`src/rtl/mem_ctrl_if.sv`:
```
// Bundles the fetch, load/store and byte-wide RAM signals of mem_ctrl.
// slave = controller side, master = CPU/RAM side.
interface mem_ctrl_if #(
  parameter int ADDR_W = 32
);
  logic              rdy;
  logic              if_req_i;
  logic [ADDR_W-1:0] if_addr_i;
  logic              if_done_o;
  logic [31:0]       if_inst_o;
  logic              mm_req_i;
  logic              mm_we_i;
  logic [1:0]        mm_size_i;
  logic [ADDR_W-1:0] mm_addr_i;
  logic [31:0]       mm_wdata_i;
  logic              mm_done_o;
  logic [31:0]       mm_rdata_o;
  logic [ADDR_W-1:0] mem_a_o;
  logic [7:0]        mem_dout_o;
  logic              mem_wr_o;
  logic [7:0]        mem_din_i;

  modport slave (
    input  rdy,
    input  if_req_i, if_addr_i,
    output if_done_o, if_inst_o,
    input  mm_req_i, mm_we_i, mm_size_i, mm_addr_i, mm_wdata_i,
    output mm_done_o, mm_rdata_o,
    output mem_a_o, mem_dout_o, mem_wr_o,
    input  mem_din_i
  );

  modport master (
    output rdy,
    output if_req_i, if_addr_i,
    input  if_done_o, if_inst_o,
    output mm_req_i, mm_we_i, mm_size_i, mm_addr_i, mm_wdata_i,
    input  mm_done_o, mm_rdata_o,
    input  mem_a_o, mem_dout_o, mem_wr_o,
    output mem_din_i
  );
endinterface

```
`src/rtl/mem_ctrl.sv`:
```
// Byte-serial RAM controller arbitrating instruction fetch against load/store.
// Define MEM_CTRL_RR_ARB_EN for round-robin arbitration; default is fixed MEM priority.
module mem_ctrl #(
  parameter int ADDR_W = 32,
  parameter int RD_LAT = 1
) (
  input logic      dclk,
  input logic      rst,
  mem_ctrl_if.slave bus
);

  if (RD_LAT != 1) begin : g_bad_rd_lat
    $error("mem_ctrl: only RD_LAT = 1 is supported");
  end

  localparam logic [1:0] S_IDLE = 2'd0;
  localparam logic [1:0] S_RD   = 2'd1;
  localparam logic [1:0] S_WR   = 2'd2;
  localparam logic [1:0] S_DONE = 2'd3;

  logic [1:0]        state_q, state_d;
  logic              who_mm_q, who_mm_d;
  logic [ADDR_W-1:0] base_q, base_d;
  logic [ADDR_W-1:0] mem_a_q, mem_a_d;
  logic [2:0]        n_q, n_d;
  logic [2:0]        cnt_q, cnt_d;
  logic              vld_q, vld_d;
  logic [23:0]       wdata_q, wdata_d;
  logic [31:0]       buf_q, buf_d;
  logic [31:0]       inst_q, inst_d;
  logic [31:0]       rdata_q, rdata_d;
  logic [7:0]        dout_q, dout_d;
  logic              wr_q, wr_d;

  logic              gnt_mm;
  logic [2:0]        cnt_inc;
  logic [2:0]        mm_n;
  logic [ADDR_W-1:0] pause_a;

`ifdef MEM_CTRL_RR_ARB_EN
  logic last_mm_q, last_mm_d;
  // On a tie the requester not granted last wins.
  assign gnt_mm = bus.mm_req_i & (~bus.if_req_i | ~last_mm_q);
`else
  assign gnt_mm = bus.mm_req_i;
`endif

  assign cnt_inc = cnt_q + 3'd1;
  assign pause_a = base_q + ADDR_W'(cnt_q);

  always_comb begin
    unique case (bus.mm_size_i)
      2'b00:   mm_n = 3'd1;
      2'b01:   mm_n = 3'd2;
      default: mm_n = 3'd4;
    endcase
  end

  always_comb begin
    // NOTE: every _d gets its hold value first, so no path leaves a latch.
    state_d  = state_q;
    who_mm_d = who_mm_q;
    base_d   = base_q;
    mem_a_d  = mem_a_q;
    n_d      = n_q;
    cnt_d    = cnt_q;
    vld_d    = vld_q;
    wdata_d  = wdata_q;
    buf_d    = buf_q;
    inst_d   = inst_q;
    rdata_d  = rdata_q;
    dout_d   = dout_q;
    wr_d     = wr_q;
`ifdef MEM_CTRL_RR_ARB_EN
    last_mm_d = last_mm_q;
`endif

    unique case (state_q)
      S_IDLE: begin
        if (bus.rdy && (bus.mm_req_i || bus.if_req_i)) begin
          who_mm_d = gnt_mm;
          base_d   = gnt_mm ? bus.mm_addr_i : bus.if_addr_i;
          mem_a_d  = base_d;
          n_d      = gnt_mm ? mm_n : 3'd4;
          cnt_d    = 3'd0;
          vld_d    = 1'b0;
          buf_d    = 32'h0;
          wdata_d  = bus.mm_wdata_i[31:8];
          dout_d   = bus.mm_wdata_i[7:0];
          wr_d     = gnt_mm & bus.mm_we_i;
          state_d  = (gnt_mm && bus.mm_we_i) ? S_WR : S_RD;
`ifdef MEM_CTRL_RR_ARB_EN
          last_mm_d = gnt_mm;
`endif
        end
      end

      S_RD: begin
        if (bus.rdy) begin
          mem_a_d = mem_a_q + ADDR_W'(1);
          vld_d   = 1'b1;
          // vld_q marks mem_din_i as the answer to last cycle's live address.
          if (vld_q) begin
            buf_d = buf_q | ({24'h0, bus.mem_din_i} << {cnt_q[1:0], 3'b000});
            cnt_d = cnt_inc;
            if (cnt_inc == n_q) begin
              state_d = S_DONE;
              if (who_mm_q) rdata_d = buf_d;
              else          inst_d  = buf_d;
            end
          end
        end else begin
          vld_d   = 1'b0;
          mem_a_d = pause_a;
        end
      end

      S_WR: begin
        if (bus.rdy) begin
          cnt_d = cnt_inc;
          if (cnt_inc == n_q) begin
            state_d = S_DONE;
            wr_d    = 1'b0;
          end else begin
            mem_a_d = mem_a_q + ADDR_W'(1);
            dout_d  = wdata_q[7:0];
            wdata_d = {8'h00, wdata_q[23:8]};
          end
        end
      end

      S_DONE: begin
        if (bus.rdy) state_d = S_IDLE;
      end
    endcase
  end

  // NOTE: state updates use non-blocking assignments so every flop samples pre-edge values.
  always_ff @(posedge dclk) begin
    if (rst) begin
      state_q  <= S_IDLE;
      who_mm_q <= 1'b0;
      base_q   <= '0;
      mem_a_q  <= '0;
      n_q      <= 3'd0;
      cnt_q    <= 3'd0;
      vld_q    <= 1'b0;
      wdata_q  <= 24'h0;
      buf_q    <= 32'h0;
      inst_q   <= 32'h0;
      rdata_q  <= 32'h0;
      dout_q   <= 8'h0;
      wr_q     <= 1'b0;
`ifdef MEM_CTRL_RR_ARB_EN
      last_mm_q <= 1'b0;
`endif
    end else begin
      state_q  <= state_d;
      who_mm_q <= who_mm_d;
      base_q   <= base_d;
      mem_a_q  <= mem_a_d;
      n_q      <= n_d;
      cnt_q    <= cnt_d;
      vld_q    <= vld_d;
      wdata_q  <= wdata_d;
      buf_q    <= buf_d;
      inst_q   <= inst_d;
      rdata_q  <= rdata_d;
      dout_q   <= dout_d;
      wr_q     <= wr_d;
`ifdef MEM_CTRL_RR_ARB_EN
      last_mm_q <= last_mm_d;
`endif
    end
  end

  // Pause and reset gate the strobes immediately so no stray write or done escapes.
  assign bus.mem_a_o    = (state_q == S_RD && !bus.rdy) ? pause_a : mem_a_q;
  assign bus.mem_dout_o = dout_q;
  assign bus.mem_wr_o   = wr_q & bus.rdy & ~rst;
  assign bus.if_done_o  = (state_q == S_DONE) & ~who_mm_q & bus.rdy & ~rst;
  assign bus.mm_done_o  = (state_q == S_DONE) &  who_mm_q & bus.rdy & ~rst;
  assign bus.if_inst_o  = inst_q;
  assign bus.mm_rdata_o = rdata_q;

endmodule

```
`src/flat_wrapper.sv`:
```
// flat-port wrapper written by rule: the top's interface ports become plain ports
module mem_ctrl_flat 
#(
  parameter int ADDR_W = 32,
  parameter int RD_LAT = 1
)
  (dclk, rst, bus_rdy, bus_if_req_i, bus_if_addr_i, bus_if_done_o, bus_if_inst_o, bus_mm_req_i, bus_mm_we_i, bus_mm_size_i, bus_mm_addr_i, bus_mm_wdata_i, bus_mm_done_o, bus_mm_rdata_o, bus_mem_a_o, bus_mem_dout_o, bus_mem_wr_o, bus_mem_din_i);
  mem_ctrl_if #(.ADDR_W(ADDR_W)) bus_i ();
  input logic dclk;
  input logic rst;
  input wire logic [$bits(bus_i.rdy)-1:0] bus_rdy;
  input wire logic [$bits(bus_i.if_req_i)-1:0] bus_if_req_i;
  input wire logic [$bits(bus_i.if_addr_i)-1:0] bus_if_addr_i;
  output wire logic [$bits(bus_i.if_done_o)-1:0] bus_if_done_o;
  output wire logic [$bits(bus_i.if_inst_o)-1:0] bus_if_inst_o;
  input wire logic [$bits(bus_i.mm_req_i)-1:0] bus_mm_req_i;
  input wire logic [$bits(bus_i.mm_we_i)-1:0] bus_mm_we_i;
  input wire logic [$bits(bus_i.mm_size_i)-1:0] bus_mm_size_i;
  input wire logic [$bits(bus_i.mm_addr_i)-1:0] bus_mm_addr_i;
  input wire logic [$bits(bus_i.mm_wdata_i)-1:0] bus_mm_wdata_i;
  output wire logic [$bits(bus_i.mm_done_o)-1:0] bus_mm_done_o;
  output wire logic [$bits(bus_i.mm_rdata_o)-1:0] bus_mm_rdata_o;
  output wire logic [$bits(bus_i.mem_a_o)-1:0] bus_mem_a_o;
  output wire logic [$bits(bus_i.mem_dout_o)-1:0] bus_mem_dout_o;
  output wire logic [$bits(bus_i.mem_wr_o)-1:0] bus_mem_wr_o;
  input wire logic [$bits(bus_i.mem_din_i)-1:0] bus_mem_din_i;
  assign bus_i.rdy = bus_rdy;
  assign bus_i.if_req_i = bus_if_req_i;
  assign bus_i.if_addr_i = bus_if_addr_i;
  assign bus_if_done_o = bus_i.if_done_o;
  assign bus_if_inst_o = bus_i.if_inst_o;
  assign bus_i.mm_req_i = bus_mm_req_i;
  assign bus_i.mm_we_i = bus_mm_we_i;
  assign bus_i.mm_size_i = bus_mm_size_i;
  assign bus_i.mm_addr_i = bus_mm_addr_i;
  assign bus_i.mm_wdata_i = bus_mm_wdata_i;
  assign bus_mm_done_o = bus_i.mm_done_o;
  assign bus_mm_rdata_o = bus_i.mm_rdata_o;
  assign bus_mem_a_o = bus_i.mem_a_o;
  assign bus_mem_dout_o = bus_i.mem_dout_o;
  assign bus_mem_wr_o = bus_i.mem_wr_o;
  assign bus_i.mem_din_i = bus_mem_din_i;
  mem_ctrl #(.ADDR_W(ADDR_W), .RD_LAT(RD_LAT)) u_core (.dclk(dclk), .rst(rst), .bus(bus_i));
endmodule
```
`config.mk`:
```
export PLATFORM = sky130hd
export DESIGN_NAME = mem_ctrl_flat
export DESIGN_NICKNAME = d
export VERILOG_FILES = /design/src/rtl/mem_ctrl_if.sv /design/src/rtl/mem_ctrl.sv /design/src/flat_wrapper.sv
export SDC_FILE = /design/constraint.sdc
export NUM_CORES = 1
export LEC_CHECK = 0
export ABC_AREA = 1
export ABC_CLOCK_PERIOD_IN_PS = 2700
export BUFFER_PORTS_ARGS = -buffer_cell sky130_fd_sc_hd__buf_2
export CELL_PAD_IN_SITES_DETAIL_PLACEMENT = 1
export CELL_PAD_IN_SITES_GLOBAL_PLACEMENT = 2
export CORE_MARGIN = 2
export CORE_UTILIZATION = 30
export DETAILED_ROUTE_END_ITERATION = 8
export PLACE_DENSITY_LB_ADDON = 0.1
export SETUP_SLACK_MARGIN = 0.2
export SYNTH_ARGS = -nofsm -noshare
export SYNTH_HDL_FRONTEND = slang
export SYNTH_SLANG_ARGS = --single-unit
```
`constraint.sdc`:
```
create_clock -name dclk -period 2.7 [get_ports dclk]
set_input_delay 0.405 -clock dclk [delete_from_list [all_inputs] [get_ports dclk]]
set_output_delay 0.405 -clock dclk [all_outputs]
set_load 0.01 [all_outputs]
```
Yosys cells after proc, flatten, opt, wreduce, memory -nomap -nowiden. Index checks and enable logic that the tools add are counted.

Output and inout port bits: 107. Memories: 0. Memory bits (writable): 0. Input bits: 112. Bits in read-only memories: 0. Bits in registers: 203. Latch bits: 0.

Shifts and indexed selects: 1. Div/mod/pow operators: 0. Reduce and logical (&&, ||, !) cells: 20. Multiply operators: 0. $add $sub $neg: 3. Mux-type cells: 41. $lt $le $gt $ge: 0. Bitwise gates (word level): 12. Equality and inequality tests: 12.

Operators with widths (count): $mux 32 (9); $pmux 32 s3 (1); $mux 24 (3); $pmux 32 s2 (1); $pmux 24 s2 (1); $add 32x1->32 const B (1); $add 32x3->32 (1); $or 32x32->32 (1); $shl 8x5->32 (1); $mux 8 (3); $reduce_and 5->1 (4); $pmux 8 s2 (1); $reduce_and 4->1 (4); $mux 3 (5); $mux 2 (7); $and 1x1->1 (9); $pmux 3 s3 (1); $ne 2x2->1 const B (4); $pmux 2 s4 (1); $ne 2x1->1 const B (3); $pmux 3 s2 (1); $mux 1 (5); $eq 2x1->1 const B (2); $eq 2x2->1 const B (2); 11 further kinds (18).

Longest topological paths before layout.
Depth in word-level cells: 6. Depth in mapped cells: 12. Mapped depth without buffers: 12.

Least setup slack after synthesis. No wires, ideal clock.

Kind: register -> output. Start point: register u_core.cnt_q[0]. End point: output port bus_mem_a_o[18]. Stages on the path, launching flop included: 11. Path buffers: 0. Arrival: 1.647 ns. Path slack: 0.648 ns. Cells stage by stage: dfxtp_1 -> ha_1 -> fa_1 -> nand2_1 -> nand2_1 -> nand2_1 -> nor2_1 -> nand2_1 -> o21ai_0 -> nand3_1 -> o21ai_0.

Longest elaborated chain between the ends: 2.

RTL lines: start, declared (RTL line mem_ctrl.sv:26) `logic [2:0] cnt_q, cnt_d;`; start signal, assigned (RTL line mem_ctrl.sv:163) `cnt_q <= cnt_d;`; $add 32x3->32 (RTL line mem_ctrl.sv:49) `assign pause_a = base_q + ADDR_W'(cnt_q);`; $mux 32 (RTL line mem_ctrl.sv:178) `assign bus.mem_a_o = (state_q == S_RD && !bus.rdy) ? pause_a : mem_a_q;`; end, declared (RTL line flat_wrapper.sv:23) `output wire logic [$bits(bus_i.mem_a_o)-1:0] bus_mem_a_o;`.

Every way passes these cells.

Worst setup path after layout.
Start point: register u_core.base_q[0]. End point: output port bus_mem_a_o[28].

Longest elaborated chain between the ends: 2.

RTL lines: start, declared (RTL line mem_ctrl.sv:23) `logic [ADDR_W-1:0] base_q, base_d;`; start signal, assigned (RTL line mem_ctrl.sv:160) `base_q <= base_d;`; $add 32x3->32 (RTL line mem_ctrl.sv:49); $mux 32 (RTL line mem_ctrl.sv:178).

Every way passes these cells.

==> impl_metrics.csv <==
group,metric,value,unit
min_path,hp-class,"in2reg",
worst_setup_path,crit_type,"reg2out",
synth,syn_area,11200,um2
sta,slew_headroom,0.485,
synth,ys_ff_latch,203,
clock_network,numCtsBuffers,26,
detailed_routing,drt_pass1_iterations,5,
worst_setup_path,cp-end-kind,"output port",
floorplanning,initial_core_util,0.305,
run,maxCapViolations,0,
global_route,track_usage,0.229,
synth,ys_seq_area_frac,0.363,
sta,hold_viol_final,0,
sta,fin_crit_sh,1.01,
sta,worst_slew_pin_slew,0.772,ns
clock_network,cts_max_level,1,
place,place_congestion,0.880,
clock_network,cts_root_buf,"clkbuf_16",
synth,syn_inst,1719,
detailed_routing,num_vias,12200,
power_and_ir_drop,clkPwrFrac,0.268,
cells_and_area,drive_gt1_frac,0.252,
cells_and_area,fin_nets,2056,
place,dpl.cell_count,2339,
clock_network,clkSlewWorstSetupHoldPaths,0.06,ns
floorplanning,dieHeight,197,um
floorplanning,io_pins,219,
place,port_buffers,218,
outcome,violations,"negative setup slack",
place,preCtsSetupSlack,0.136,ns
power_and_ir_drop,p_leak,6.47,nW
detailed_routing,drtIter0Drc,586,
cells_and_area,stdcell_area,14700,um2
detailed_routing,detail-route-antenna-nets,0,
sta,post-route-min-period,2.74,ns
global_route,overflow,0,
power_and_ir_drop,power_frac_seq,0.336,
global_route,antenna_found_initial,2,
cells_and_area,nFillCells,4665,
detailed_routing,viasPerCell,5.03,
place,hpwl,33.2,mm
global_route,grt_pass1_wl,69.7,mm
synth,synthesis.nets,1841,
clock_network,cts_tree,"built",
cells_and_area,areaGrowthSynthToFinish,31.2,%
clock_network,cts_hold_buf,0,
power_and_ir_drop,p_per_area,858,nW/um2
worst_setup_path,cp_data_arrival_time,2.33,ns
sta,finalSetupViolCount,1,
cells_and_area,layout_common_cells,"432 x nand2_1, 212 x buf_2, 193 x dfxtp_1",
synth,ys_types,49,
sta,fin_ws,-0.0362,ns
clock_network,clock-sinks,203,
synth,synthArstFlopShare,0,
synth,synth_enable_flop_cells,0,
power_and_ir_drop,comb_power_share,0.396,
clock_network,clock_latency,0.55,ns
synth,syn_avg_cell_area,6.52,um2
floorplanning,core_area,36700,um2
power_and_ir_drop,ir_drop,467,uV
sta,fin_worst_skew,0.0132,ns
sta,hold_ws,0.118,ns
power_and_ir_drop,power_switching,0.00532,W
worst_setup_path,start_kind,"register",
sta,rsz0062_at_grt,"yes",
global_route,grt_pass1_vias,12200,
synth,synth_warnings,0,
worst_setup_path,crit_required,2.30,ns
outcome,status,"complete, but fails checks",
clock_network,cts_buffer_depth,3,
power_and_ir_drop,intPower,0.00729,W
floorplanning,die_w,197,um
worst_setup_path,worstPathMaxFanout,3,
floorplanning,die-area,38900,um2
global_route,grt_max_degree,65,
detailed_routing,wire_per_inst,19.0,um
place,dpl_cell_area,12700,um2
cells_and_area,stdcell_count,2419,
floorplanning,rows,70,
sta,report.final.slew_viol_count,0,
synth,synth-main-ff-cell,"dfxtp_1",
cells_and_area,final_common_cell,"nand2_1",
power_and_ir_drop,power,0.0126,W
detailed_routing,drt-total-wl,45.9,mm
detailed_routing,drc,0,
power_and_ir_drop,swShare,0.422,
sta,max_freq,0.365,GHz
state kept, by name (all words and copies together) (netlist names):
name / flops
u_core.vld_q: 1
u_core.bus.mem_dout_o: 8
u_core.wdata_q: 24
u_core.bus.if_inst_o: 32
u_core.n_q: 3
u_core.bus.mm_rdata_o: 32
u_core.mem_a_q: 32
u_core.state_q: 2
u_core.who_mm_q: 1
u_core.base_q: 32
u_core.cnt_q: 3
u_core.buf_q: 32
u_core.wr_q: 1
metrics by stage:
stage	util	TNS (ns)
after floorplan	-	0
after global placement	0.346	0
after detailed placement	0.346	0
after CTS	0.391	-0.218
after global routing	0.401	-1.50
final	0.401	-0.0362
Yosys cell counts, drive strengths merged (2+ instances only):
library cell    n  area, um2
xor2            5       51.3
a31oi           2       12.5
nor3            2       10.0
nand2         475       1800
o211ai          7       52.6
a211oi         13       97.6
o21bai         26        195
o211a          24        240
o21a            2       15.0
o21ai         111        563
inv           165        619
nor2          212        816
clkbuf         52        195
nand3         154        788
dfxtp         203       4060
buf            40        238
xnor2           2       25.0
a21oi         162        815
clkinv          3       12.5
ha              9        113
nand4           7       58.8
mux2           17        191
mux2i          15        150
nor4            2       12.5
power groups by stage:
stage | logic, W | clock network (W) | registers, W
floorplan | 0.00303 | 0 | 0.00404
global placement | 0.00448 | 0 | 0.00424
detailed placement | 0.00455 | 0 | 0.00425
CTS | 0.00487 | 0.00350 | 0.00422
global route | 0.00554 | 0.00360 | 0.00432
finish | 0.00499 | 0.00338 | 0.00424
final timing paths:
| path | startpoint | to | slack [ns] | cells past startpoint |
|---|---|---|---|---|
| worst max-delay path | u_core.base_q[0] | bus_mem_a_o[28] | -0.04 | 12 |
| worst max register to register | u_core.cnt_q[2] | u_core.mem_a_q[11] | 0.19 | 17 |
| worst min register to register | u_core.bus.mm_rdata_o[20] | u_core.bus.mm_rdata_o[20] | 0.44 | 2 |
| worst min-delay path | bus_mm_wdata_i[24] | u_core.wdata_q[16] | 0.12 | 3 |
critical path, cell delays in order, from the launching register on:
cell and delay (ns):
dfxtp_2 0.35, ha_4 0.14, fa_2 0.23, nand2_4 0.09, nand2_4 0.09, nand2_4 0.06, buf_6 0.12, nor2_4 0.17
nand2_1 0.08, nand2_1 0.09, nand3_2 0.12, o21ai_1 0.11, buf_2 0.14
per-layer routing:
metal  global-route usage  part of all wire  vias to the layer above
met5                    0           0.00028                        -
met3               0.0299             0.038                       74
met2                0.378              0.46                      239
met1                0.306              0.47                     5834
met4               0.0872             0.038                        2
li1                     -                 -                     6007
cell families after synthesis:
logic type,share of synthesized area
muxes,0.0305
DFF,0.363
xor gates and xnor gates,0.00681
AOI/OAI and AO/OA,0.180
buffers and inverters,0.0950
adders and majority gates,0.0118
and+or+nand+nor,0.314
final cells by class:
cell class | instances | area [um2] | area share
Antenna cell | 1 | 2.50 | 0.000170
Clock buffer | 36 | 728 | 0.0495
Clock inverter | 8 | 80.1 | 0.00544
Inverter | 168 | 652 | 0.0443
Multi-Input combinational cell | 1256 | 6820 | 0.464
Sequential cell | 203 | 4080 | 0.277
Tap cell | 468 | 586 | 0.0398
Timing Repair Buffer | 279 | 1760 | 0.120
timing repair:
action                     CTS  global route
buffers inserted            24            10
cloned                       0             1
setup endpoints to repair   40            89
pin swaps                   25            37
resized for setup          177            68
Note: power is estimated with default switching activity, not from simulation.
